## src/rtl/io_pmp_cfg_ctrl_if.sv

```systemverilog
// Register-port and commit-port bundle between the IO-PMP config master and io_pmp_cfg_ctrl.
// Every request is accepted on a cycle where valid && ready; responses and commit_done are unbackpressured pulses.
interface io_pmp_cfg_ctrl_if #(
    parameter int IDX_W = 4
);
    logic             cfg_req_valid;
    logic             cfg_req_ready;
    logic             cfg_req_we;
    logic             cfg_req_sel;
    logic [IDX_W-1:0] cfg_req_idx;
    logic [63:0]      cfg_req_wdata;
    logic             cfg_resp_valid;
    logic [63:0]      cfg_resp_rdata;
    logic             cfg_resp_err;
    logic             commit_valid;
    logic             commit_ready;
    logic             commit_done;
    logic             commit_err;
    logic [1:0]       dbg_state;

    modport master (
        output cfg_req_valid, cfg_req_we, cfg_req_sel, cfg_req_idx, cfg_req_wdata, commit_valid,
        input  cfg_req_ready, cfg_resp_valid, cfg_resp_rdata, cfg_resp_err,
               commit_ready, commit_done, commit_err, dbg_state
    );

    modport slave (
        input  cfg_req_valid, cfg_req_we, cfg_req_sel, cfg_req_idx, cfg_req_wdata, commit_valid,
        output cfg_req_ready, cfg_resp_valid, cfg_resp_rdata, cfg_resp_err,
               commit_ready, commit_done, commit_err, dbg_state
    );
endinterface

```

## src/rtl/io_pmp_cfg_ctrl.sv

```systemverilog
// IO-PMP configuration controller: shadow PMP registers behind a register port, committed to the
// active set only after the outstanding AXI transactions have drained.
module io_pmp_cfg_ctrl #(
    parameter int NUM_ENTRIES   = 16,
    parameter int PMP_LEN       = 54,
    parameter int OUTST_W       = 8,
    parameter int DRAIN_TIMEOUT = 1024
) (
    input  logic                           clk,
    input  logic                           rst,
    io_pmp_cfg_ctrl_if.slave               bus,
    input  logic                           aw_hs,
    input  logic                           ar_hs,
    input  logic                           b_hs,
    input  logic                           rlast_hs,
    output logic                           stall_o,
    output logic [8*NUM_ENTRIES-1:0]       pmp_cfg_o,
    output logic [PMP_LEN*NUM_ENTRIES-1:0] pmp_addr_o
);
    localparam int TMO_W = $clog2(DRAIN_TIMEOUT) + 1;
    localparam logic [TMO_W-1:0]   TMO_LAST = TMO_W'(DRAIN_TIMEOUT - 1);
    localparam logic [OUTST_W-1:0] CNT_MAX  = '1;
    localparam logic [OUTST_W-1:0] CNT_HI   = CNT_MAX - 1'b1;

    typedef enum logic [1:0] {IDLE = 2'd0, DRAIN = 2'd1, COMMIT = 2'd2} state_t;
    state_t state, state_nxt;

    logic [NUM_ENTRIES-1:0][7:0]         sh_cfg, act_cfg;
    logic [NUM_ENTRIES-1:0][PMP_LEN-1:0] sh_addr, act_addr;
    logic [NUM_ENTRIES-1:0]              cfg_lock, addr_lock;
    logic [OUTST_W-1:0]                  outst, outst_nxt;
    logic [TMO_W-1:0]                    tmo;
    logic [1:0]                          inc, dec;
    logic [OUTST_W+1:0]                  up, diff;
    logic                                fsm_stall, req_acc, commit_acc;
    logic                                unused_wdata;

    assign unused_wdata = ^{bus.cfg_req_wdata[63:PMP_LEN], bus.cfg_req_wdata[6:5]};

    // A TOR entry with L set also freezes the pmpaddr below it, since that address is its base.
    for (genvar i = 0; i < NUM_ENTRIES; i++) begin : g_lock
        assign cfg_lock[i] = act_cfg[i][7];
        if (i < NUM_ENTRIES - 1) begin : g_tor
            assign addr_lock[i] = act_cfg[i][7] | (act_cfg[i+1][7] & (act_cfg[i+1][4:3] == 2'b01));
        end else begin : g_last
            assign addr_lock[i] = act_cfg[i][7];
        end
    end

    always_ff @(posedge clk) begin
        if (rst) state <= IDLE;
        else     state <= state_nxt;
    end

    always_comb begin
        state_nxt         = state;
        bus.cfg_req_ready = 1'b0;
        bus.commit_ready  = 1'b0;
        bus.commit_done   = 1'b0;
        bus.commit_err    = 1'b0;
        fsm_stall         = 1'b0;
        case (state)
            IDLE: begin
                bus.cfg_req_ready = ~bus.commit_valid;
                bus.commit_ready  = 1'b1;
                if (bus.commit_valid) state_nxt = DRAIN;
            end
            DRAIN: begin
                fsm_stall = 1'b1;
                if (outst == '0 && !aw_hs && !ar_hs) begin
                    state_nxt = COMMIT;
                end else if (tmo == TMO_LAST) begin
                    bus.commit_done = 1'b1;
                    bus.commit_err  = 1'b1;
                    state_nxt       = IDLE;
                end
            end
            COMMIT: begin
                fsm_stall       = 1'b1;
                bus.commit_done = 1'b1;
                state_nxt       = IDLE;
            end
            default: state_nxt = IDLE;
        endcase
        if (rst) begin
            bus.commit_done = 1'b0;
            bus.commit_err  = 1'b0;
        end
    end

    assign req_acc       = bus.cfg_req_valid & bus.cfg_req_ready;
    assign commit_acc    = bus.commit_valid & bus.commit_ready;
    assign stall_o       = fsm_stall | (outst >= CNT_HI);
    assign bus.dbg_state = state;
    assign pmp_cfg_o     = act_cfg;
    assign pmp_addr_o    = act_addr;

    // Saturating outstanding count, computed two bits wider so the net step cannot wrap.
    always_comb begin
        inc       = {1'b0, aw_hs} + {1'b0, ar_hs};
        dec       = {1'b0, b_hs} + {1'b0, rlast_hs};
        up        = {2'b00, outst} + {OUTST_W'(0), inc};
        diff      = up - {OUTST_W'(0), dec};
        outst_nxt = diff[OUTST_W-1:0];
        if (up < {OUTST_W'(0), dec})        outst_nxt = '0;
        else if (diff > {2'b00, CNT_MAX})   outst_nxt = CNT_MAX;
    end

    always_ff @(posedge clk) begin
        if (rst) begin
            sh_cfg             <= '0;
            sh_addr            <= '0;
            act_cfg            <= '0;
            act_addr           <= '0;
            outst              <= '0;
            tmo                <= '0;
            bus.cfg_resp_valid <= 1'b0;
            bus.cfg_resp_rdata <= '0;
            bus.cfg_resp_err   <= 1'b0;
        end else begin
            bus.cfg_resp_valid <= req_acc;
            bus.cfg_resp_rdata <= '0;
            bus.cfg_resp_err   <= 1'b0;
            if (req_acc) begin
                if (!bus.cfg_req_we) begin
                    bus.cfg_resp_rdata <= bus.cfg_req_sel ? 64'(sh_addr[bus.cfg_req_idx])
                                                          : 64'(sh_cfg[bus.cfg_req_idx]);
                end else if (bus.cfg_req_sel) begin
                    if (addr_lock[bus.cfg_req_idx]) bus.cfg_resp_err <= 1'b1;
                    else sh_addr[bus.cfg_req_idx] <= bus.cfg_req_wdata[PMP_LEN-1:0];
                end else begin
                    if (cfg_lock[bus.cfg_req_idx]) bus.cfg_resp_err <= 1'b1;
                    else sh_cfg[bus.cfg_req_idx] <= {bus.cfg_req_wdata[7], 2'b00, bus.cfg_req_wdata[4:0]};
                end
            end
            if (state == COMMIT) begin
                act_cfg  <= sh_cfg;
                act_addr <= sh_addr;
            end
            outst <= outst_nxt;
            if (commit_acc)          tmo <= '0;
            else if (state == DRAIN) tmo <= tmo + 1'b1;
        end
    end
endmodule

```

## src/flat_wrapper.sv

```systemverilog
// flat-port wrapper written by rule: the top's interface ports become plain ports
module io_pmp_cfg_ctrl_flat 
#(
    parameter int NUM_ENTRIES   = 16,
    parameter int PMP_LEN       = 54,
    parameter int OUTST_W       = 8,
    parameter int DRAIN_TIMEOUT = 1024
)
  (clk, rst, aw_hs, ar_hs, b_hs, rlast_hs, stall_o, pmp_cfg_o, pmp_addr_o, bus_cfg_req_valid, bus_cfg_req_we, bus_cfg_req_sel, bus_cfg_req_idx, bus_cfg_req_wdata, bus_commit_valid, bus_cfg_req_ready, bus_cfg_resp_valid, bus_cfg_resp_rdata, bus_cfg_resp_err, bus_commit_ready, bus_commit_done, bus_commit_err, bus_dbg_state);
  io_pmp_cfg_ctrl_if #(.IDX_W(4)) bus_i ();
  input  logic clk;
  input  logic rst;
  input  logic aw_hs;
  input  logic ar_hs;
  input  logic b_hs;
  input  logic rlast_hs;
  output logic stall_o;
  output logic [8*NUM_ENTRIES-1:0] pmp_cfg_o;
  output logic [PMP_LEN*NUM_ENTRIES-1:0] pmp_addr_o;
  input wire logic [$bits(bus_i.cfg_req_valid)-1:0] bus_cfg_req_valid;
  input wire logic [$bits(bus_i.cfg_req_we)-1:0] bus_cfg_req_we;
  input wire logic [$bits(bus_i.cfg_req_sel)-1:0] bus_cfg_req_sel;
  input wire logic [$bits(bus_i.cfg_req_idx)-1:0] bus_cfg_req_idx;
  input wire logic [$bits(bus_i.cfg_req_wdata)-1:0] bus_cfg_req_wdata;
  input wire logic [$bits(bus_i.commit_valid)-1:0] bus_commit_valid;
  output wire logic [$bits(bus_i.cfg_req_ready)-1:0] bus_cfg_req_ready;
  output wire logic [$bits(bus_i.cfg_resp_valid)-1:0] bus_cfg_resp_valid;
  output wire logic [$bits(bus_i.cfg_resp_rdata)-1:0] bus_cfg_resp_rdata;
  output wire logic [$bits(bus_i.cfg_resp_err)-1:0] bus_cfg_resp_err;
  output wire logic [$bits(bus_i.commit_ready)-1:0] bus_commit_ready;
  output wire logic [$bits(bus_i.commit_done)-1:0] bus_commit_done;
  output wire logic [$bits(bus_i.commit_err)-1:0] bus_commit_err;
  output wire logic [$bits(bus_i.dbg_state)-1:0] bus_dbg_state;
  assign bus_i.cfg_req_valid = bus_cfg_req_valid;
  assign bus_i.cfg_req_we = bus_cfg_req_we;
  assign bus_i.cfg_req_sel = bus_cfg_req_sel;
  assign bus_i.cfg_req_idx = bus_cfg_req_idx;
  assign bus_i.cfg_req_wdata = bus_cfg_req_wdata;
  assign bus_i.commit_valid = bus_commit_valid;
  assign bus_cfg_req_ready = bus_i.cfg_req_ready;
  assign bus_cfg_resp_valid = bus_i.cfg_resp_valid;
  assign bus_cfg_resp_rdata = bus_i.cfg_resp_rdata;
  assign bus_cfg_resp_err = bus_i.cfg_resp_err;
  assign bus_commit_ready = bus_i.commit_ready;
  assign bus_commit_done = bus_i.commit_done;
  assign bus_commit_err = bus_i.commit_err;
  assign bus_dbg_state = bus_i.dbg_state;
  io_pmp_cfg_ctrl #(.NUM_ENTRIES(NUM_ENTRIES), .PMP_LEN(PMP_LEN), .OUTST_W(OUTST_W), .DRAIN_TIMEOUT(DRAIN_TIMEOUT)) u_core (.clk(clk), .rst(rst), .bus(bus_i), .aw_hs(aw_hs), .ar_hs(ar_hs), .b_hs(b_hs), .rlast_hs(rlast_hs), .stall_o(stall_o), .pmp_cfg_o(pmp_cfg_o), .pmp_addr_o(pmp_addr_o));
endmodule
```

## config.mk

```make
export PLATFORM = sky130hd
export DESIGN_NAME = io_pmp_cfg_ctrl_flat
export DESIGN_NICKNAME = d
export VERILOG_FILES = /design/src/rtl/io_pmp_cfg_ctrl_if.sv /design/src/rtl/io_pmp_cfg_ctrl.sv /design/src/flat_wrapper.sv
export SDC_FILE = /design/constraint.sdc
export NUM_CORES = 2
export LEC_CHECK = 0
export CORE_AREA = 2 2 451 453
export DETAILED_ROUTE_END_ITERATION = 10
export DIE_AREA = 0 0 453 455
export PLACE_DENSITY = 0.57
export SYNTH_ARGS = -nofsm -noshare
export SYNTH_HDL_FRONTEND = slang
export SYNTH_SLANG_ARGS = --single-unit
```

## constraint.sdc

```tcl
create_clock -name clk -period 6.3 [get_ports clk]
set_clock_uncertainty 0.05 [all_clocks]
set_input_delay 1.26 -clock clk [delete_from_list [all_inputs] [get_ports clk]]
set_output_delay 1.26 -clock clk [all_outputs]
set_load 0.03 [all_outputs]
```

# Yosys cells after proc, flatten, opt, wreduce, memory -nomap -nowiden
# Index checks and enable logic that the tools add are counted.
op_classes:
  addsub: 5
  n_lt_le_gt_ge: 5
  eq_ne: 20
  muxes: 32
  bitwise: 39
  reduce_logical: 16
op_table:
  columns: ["op", "n"]
  rows:
  - ["$bwmux W864", 1]
  - ["$bmux W54 S4", 1]
  - ["$demux W54 S4", 1]
  - ["$bwmux W128", 1]
  - ["$mux W54", 2]
  - ["$bmux W8 S4", 1]
  - ["$demux W8 S4", 1]
  - ["$eq A2 B1 Y1 const B", 16]
  - ["$mux W8", 4]
  - ["$and A1 B1 Y1", 17]
  - ["$or A1 B1 Y1", 16]
  - ["$mux W1", 13]
  - ["$add A11 B1 Y11 const B", 1]
  - ["$eq A11 B10 Y1 const B", 1]
  - ["$gt A10 B8 Y1 const B", 1]
  - ["$lt A10 B2 Y1", 1]
  - ["$sub A10 B2 Y10", 1]
  - ["$add A8 B2 Y9", 1]
  - ["$bmux W1 S4", 2]
  - ["$ge A8 B8 Y1 const B", 1]
  - ["$logic_not A8 Y1", 1]
  - ["$reduce_and A4 Y1", 2]
  - ["$mux W2", 3]
  - ["$not A1 Y1", 6]
  - ["15 further kinds", 22]
word_totals:
  register_bits: 2071
  in_bits: 78
  output_inout_bits: 1065
  word_cells: 188

# Depth between registers and ports, before layout
logic_depth:
  word_depth: 7
  ltp_mapped: 11
  mapped_depth_nobuf: 10

# Worst setup path after synthesis
# No wires, ideal clock.
synth_path:
  path_type: "input to register"
  startpoint: "input aw_hs"
  endpoint: "register u_core.outst[2]"
  setup_time_ns: 0.136
  arrival_time_ns: 3.790
  required_ns: 6.114
  slack_ns: 2.324
  path_stages: 10
  path_buffers: 0
  cell_sequence: "inv_1 fa_1 ha_1 inv_1 fa_1 or3_1 o31a_1 nor4_1 a2bb2oi_1 a21oi_1"
synth_between:
  elab_chain_cells: 5
  elab_cells_between_ends: 7
  cone_classes: "add/sub (3); order compare (2); mux (1); reduce/logical (1)"
synth_rtl:
  columns: ["element", "line", "text"]
  rows:
  - ["from (decl)", "flat_wrapper.sv:13", "input logic aw_hs;"]
  - ["$add A1 B1 Y2 *", "io_pmp_cfg_ctrl.sv:100", "inc = {1'b0, aw_hs} + {1'b0, ar_hs};"]
  - ["$add A8 B2 Y9 *", "io_pmp_cfg_ctrl.sv:102", "up = {2'b00, outst} + {OUTST_W'(0), inc};"]
  - ["$sub A10 B2 Y10", "io_pmp_cfg_ctrl.sv:103", "diff = up - {OUTST_W'(0), dec};"]
  - ["$gt A10 B8 Y1", "io_pmp_cfg_ctrl.sv:106", "else if (diff > {2'b00, CNT_MAX}) outst_nxt = CNT_MAX;"]
  - ["$mux W8", "io_pmp_cfg_ctrl.sv:106", null]
  - ["to (signal assigned)", "io_pmp_cfg_ctrl.sv:140", "outst <= outst_nxt;"]
  - ["to (decl)", "io_pmp_cfg_ctrl.sv:31", "logic [OUTST_W-1:0] outst, outst_nxt;"]
# Every way passes the cells marked *; elsewhere a longest branch is shown, timed or not.
# A chain may end at the register's enable or synchronous reset.

# Worst setup path in the final report
layout_path:
  startpoint: "register u_core.tmo[2]"
  endpoint: "output bus_commit_done"
layout_between:
  elab_chain_cells: 5
layout_rtl:
  columns: ["element", "line", "text"]
  rows:
  - ["from (decl)", "io_pmp_cfg_ctrl.sv:32", "logic [TMO_W-1:0] tmo;"]
  - ["from (signal assigned)", "io_pmp_cfg_ctrl.sv:142", "else if (state == DRAIN) tmo <= tmo + 1'b1;"]
  - ["$eq A11 B10 Y1", "io_pmp_cfg_ctrl.sv:72", "end else if (tmo == TMO_LAST) begin"]
  - ["$mux W1", "io_pmp_cfg_ctrl.sv:72", null]
  - ["$mux W1", "io_pmp_cfg_ctrl.sv:70", "if (outst == '0 && !aw_hs && !ar_hs) begin"]
  - ["$pmux W1 S2", "io_pmp_cfg_ctrl.sv:62", "case (state)"]
  - ["$mux W1", "io_pmp_cfg_ctrl.sv:85", "if (rst) begin"]
  - ["to (decl)", "flat_wrapper.sv:31", "output wire logic [$bits(bus_i.commit_done)-1:0] bus_commit_done;"]
# Every way passes these cells.

==> flow_summary.toml <==
[timing]
slew_headroom_pct = 14.6
tightest_slew_ns = 1.28
fmax_mhz = 217
min_period_ns = 4.60
setup_viol = 0
final_max_slew_viol_count = 0
finalCritPeriodShare_pct = 73.0
rsz0062_at_grt = "false"
finalHoldViolCount = 0
hold_ws_ns = 0.420
fin_setup_tns_ns = 0
layout_setup_ws_ns = 1.70

[synth]
synthCells = 7650
synthesis.area_sq_um = 78100
yosysTopAreaCell = "dfxtp_1"
synth-simple-area-share_pct = 13.4
yosysSeqAreaShare_pct = 51.2
synth-xor-area-share_pct = 0.236
synth_edf_count = 0
synth_ff_type = "dfxtp_1"
ys_warn_count = 0
synth_top_area_share_pct = 51.2
ys_ff_latch = 1997
synth-async-reset-ratio_pct = 0
avgSynthCellArea_sq_um = 10.2
synth_top_family_by_area = "multiplexers"
synthAdderAreaFrac_pct = 0.179
yosysUniqueCellTypes = 54
synth_area_leaders = "dfxtp_1, mux2i_1, mux4_2, nor2_1, nand2_1"
synth_compound_area_share_pct = 4.36
synthMuxAreaShare_pct = 26.6

[worst_hold_path]
holdPathStages = 2
hold_class = "register to register"
hold_path_end = "u_core.sh_addr[637]"
hold_start = "u_core.sh_addr[637]"

[critical_path]
startpoint = "u_core.tmo[2]"
end_kind = "output port"
timing.rr.end = "u_core.sh_addr[299]"
r2r_start = "u_core.bus.dbg_state[1]"
critical-path-max-stage-delay_ns = 0.71
critPathTopFamily = "simple AND/OR/NAND/NOR gates"
critPathKind = "register to output port"
crit_arrival_ns = 3.29
r2r_cells = 8
cp_max_fo = 4
crit_slowest_cell = "clkdlybuf4s50_1"
startpoint_type = "register"
path_buf_inv = 1
cp_cell_sequence = "and3_1 > and4_1 > nand3_1 > nand3b_1 > nor2b_1 > nor3b_1 > clkdlybuf4s50_1"
crit_required_ns = 4.99
ff2ff_setup_slack_ns = 2.52

[grt]
grt.total_usage_pct = 28.3
grt_start_max_net_pins = 216
grt_antenna_before_repair = 8
grt_pass1_wl_mm = 424
grt_overflow = 0
grt_pass1_vias = 56000

[detailed_routing]
postRouteAntennaNets = 0
drtIter0Drc = 5151
first_pass_iters = 6
viasPerCell = 5.29
drc = 0
routed_wl_mm = 304
wl_per_cell_um = 27.0
route.vias.total = 59700

[clock_network]
cts_buffers = 212
cts.sinks = 1997
clkTransAtPathRegs_ns = 0.06
htree_levels = 4
ctsHoldBuffers = 0
cts_resized = 0
clock_path_buffers = 3
clock_latency_ns = 0.88
cts_tree = "done"
postCtsSetupRepairBufs = 0
ctsRootBufferMaster = "clkbuf_16"

[floorplan]
die_w_um = 453
ioPinCount = 1143
dieArea_sq_um = 206000
start_util_pct = 38.8
die_h_um = 455
core.rowCount = 165
coreArea_sq_um = 201000

[run_status]
status = "finished, final reports clean"

[placed_design]
placed_area_sq_um = 90700
io_buffers = 1090
dp_slack_ns = 1.45
hpwl_mm = 208
gp_congestion = 0.875

[run]
maxCapViolCount = 0

[power]
powerDensity_nw_per_um2 = 272
leakagePower_uw = 0.0333
vdd_ir_drop_max_uv = 263

[final_layout]
nFillCells = 18400
areaGrowthSynthToFinish_pct = 25.3
fin_nets = 8508
final_core_util_pct = 48.6
drive_gt1_share_pct = 10.3
fin_area_sq_um = 97900
-- cell usage in the layout, fill, tap and decap left out, types with 7 or more instances in the layout --
cell,synthesis,final
clkinv_2,0,32
nor2_1,1408,1408
bufinv_16,0,13
nor3_4,8,8
nor2b_1,7,7
and3_1,58,54
mux4_2,305,305
clkbuf_16,0,213
nand2_1,1106,1102
a21oi_2,100,100
clkdlybuf4s50_1,0,1081
nand3_4,0,8
dfxtp_1,1997,1997
inv_1,14,13
a21oi_1,456,456
clkbuf_1,394,54
ha_1,8,7
buf_12,0,29
conb_1,1,42
buf_4,112,63
xor2_1,18,18
mux2i_1,1390,1390
clkbuf_8,0,57
-- kinds of logic after synthesis --
| logic type | count (synthesis) |
|---|---|
| AOI/OAI and AO/OA | 590 |
| buffers and inverters | 679 |
| adders and majority gates | 10 |
| and+or+nand+nor | 2656 |
| muxes | 1696 |
| xor gates and xnor gates | 21 |
| DFF | 1997 |
| other | 1 |
-- layout make-up --
cell class,count,area (sq um),share of cell area (%)
Timing Repair Buffer,1180,12000,12.2
Inverter,14,53.8,0.0550
Multi-Input combinational cell,5015,35300,36.1
Sequential cell,1997,40000,40.9
Clock buffer,324,6320,6.46
Antenna cell,5,12.5,0.0128
Clock inverter,67,863,0.882
Tap cell,2672,3340,3.42
-- report_power, final --
| group | internal, uW | switching, uW |
|---|---|---|
| clock network | 7460 | 5380 |
| logic | 300 | 764 |
| registers | 12700 | 39.0 |
| total | 20400 | 6180 |
-- tightest hold or removal path, cell delays in order (launching register included) --
cell and delay, ns:
dfxtp_1 0.32, nand2_1 0.06, a21oi_1 0.05
-- cells in the mapped netlist (all sizes together) (2+ instances only) --
master and instances:
ha 8, nor2 1408, xnor2 3, and4 3, nor4bb 2, o21ba 2, o21ai 6, or3 5
a21o 4, xor2 18, nand2 1106, mux2i 1390, nand3b 6, nor4b 3, nor3 15, buf 271
inv 14, o211ai 4, a21oi 556, mux4 305, nor2b 7, o211a 2, and3 58, nand3 14
a31oi 6, o31a 2, nand2b 5, fa 2, clkbuf 394, nand4 4, nor3b 4, and2 4
nand4b 4, nor4 6, a211oi 2, dfxtp 1997
-- stage by stage --
step,power [uW],instances
global placement,14000,10900
floorplan,13700,7691
detailed placement,14000,10900
finish,26600,11300
global route,27400,11300
CTS,26800,11300
-- routing by layer --
metal / wire length, um / track usage (%) / vias up
li1: - / - / 27400
met1: 125000 / 35.6 / 29700
met2: 143000 / 45.9 / 2059
met3: 19200 / 5.51 / 470
met4: 17500 / 14.7 / 4
met5: 27 / 0 / -
-- worst max-delay path by stage --
stage                          end  cells after the start
2_1_floorplan      u_core.outst[2]                     10
3_5_place_dp   u_core.sh_addr[450]                      8
3_3_place_gp   u_core.sh_addr[561]                      8
5_1_grt            bus_commit_done                      7
4_1_cts            bus_commit_done                      7
6_report           bus_commit_done                      7
-- registers in the layout, summed over array words and instances, names as in the netlist --
name and count:
u_core.bus.dbg_state 2, u_core.outst 8, u_core.bus.cfg_resp_err 1, u_core.sh_cfg 96, u_core.sh_addr 864, u_core.bus.cfg_resp_valid 1
u_core.pmp_addr_o 864, u_core.bus.cfg_resp_rdata 54, u_core.tmo 11, u_core.pmp_cfg_o 96
Power figures use the tool's default switching activity.
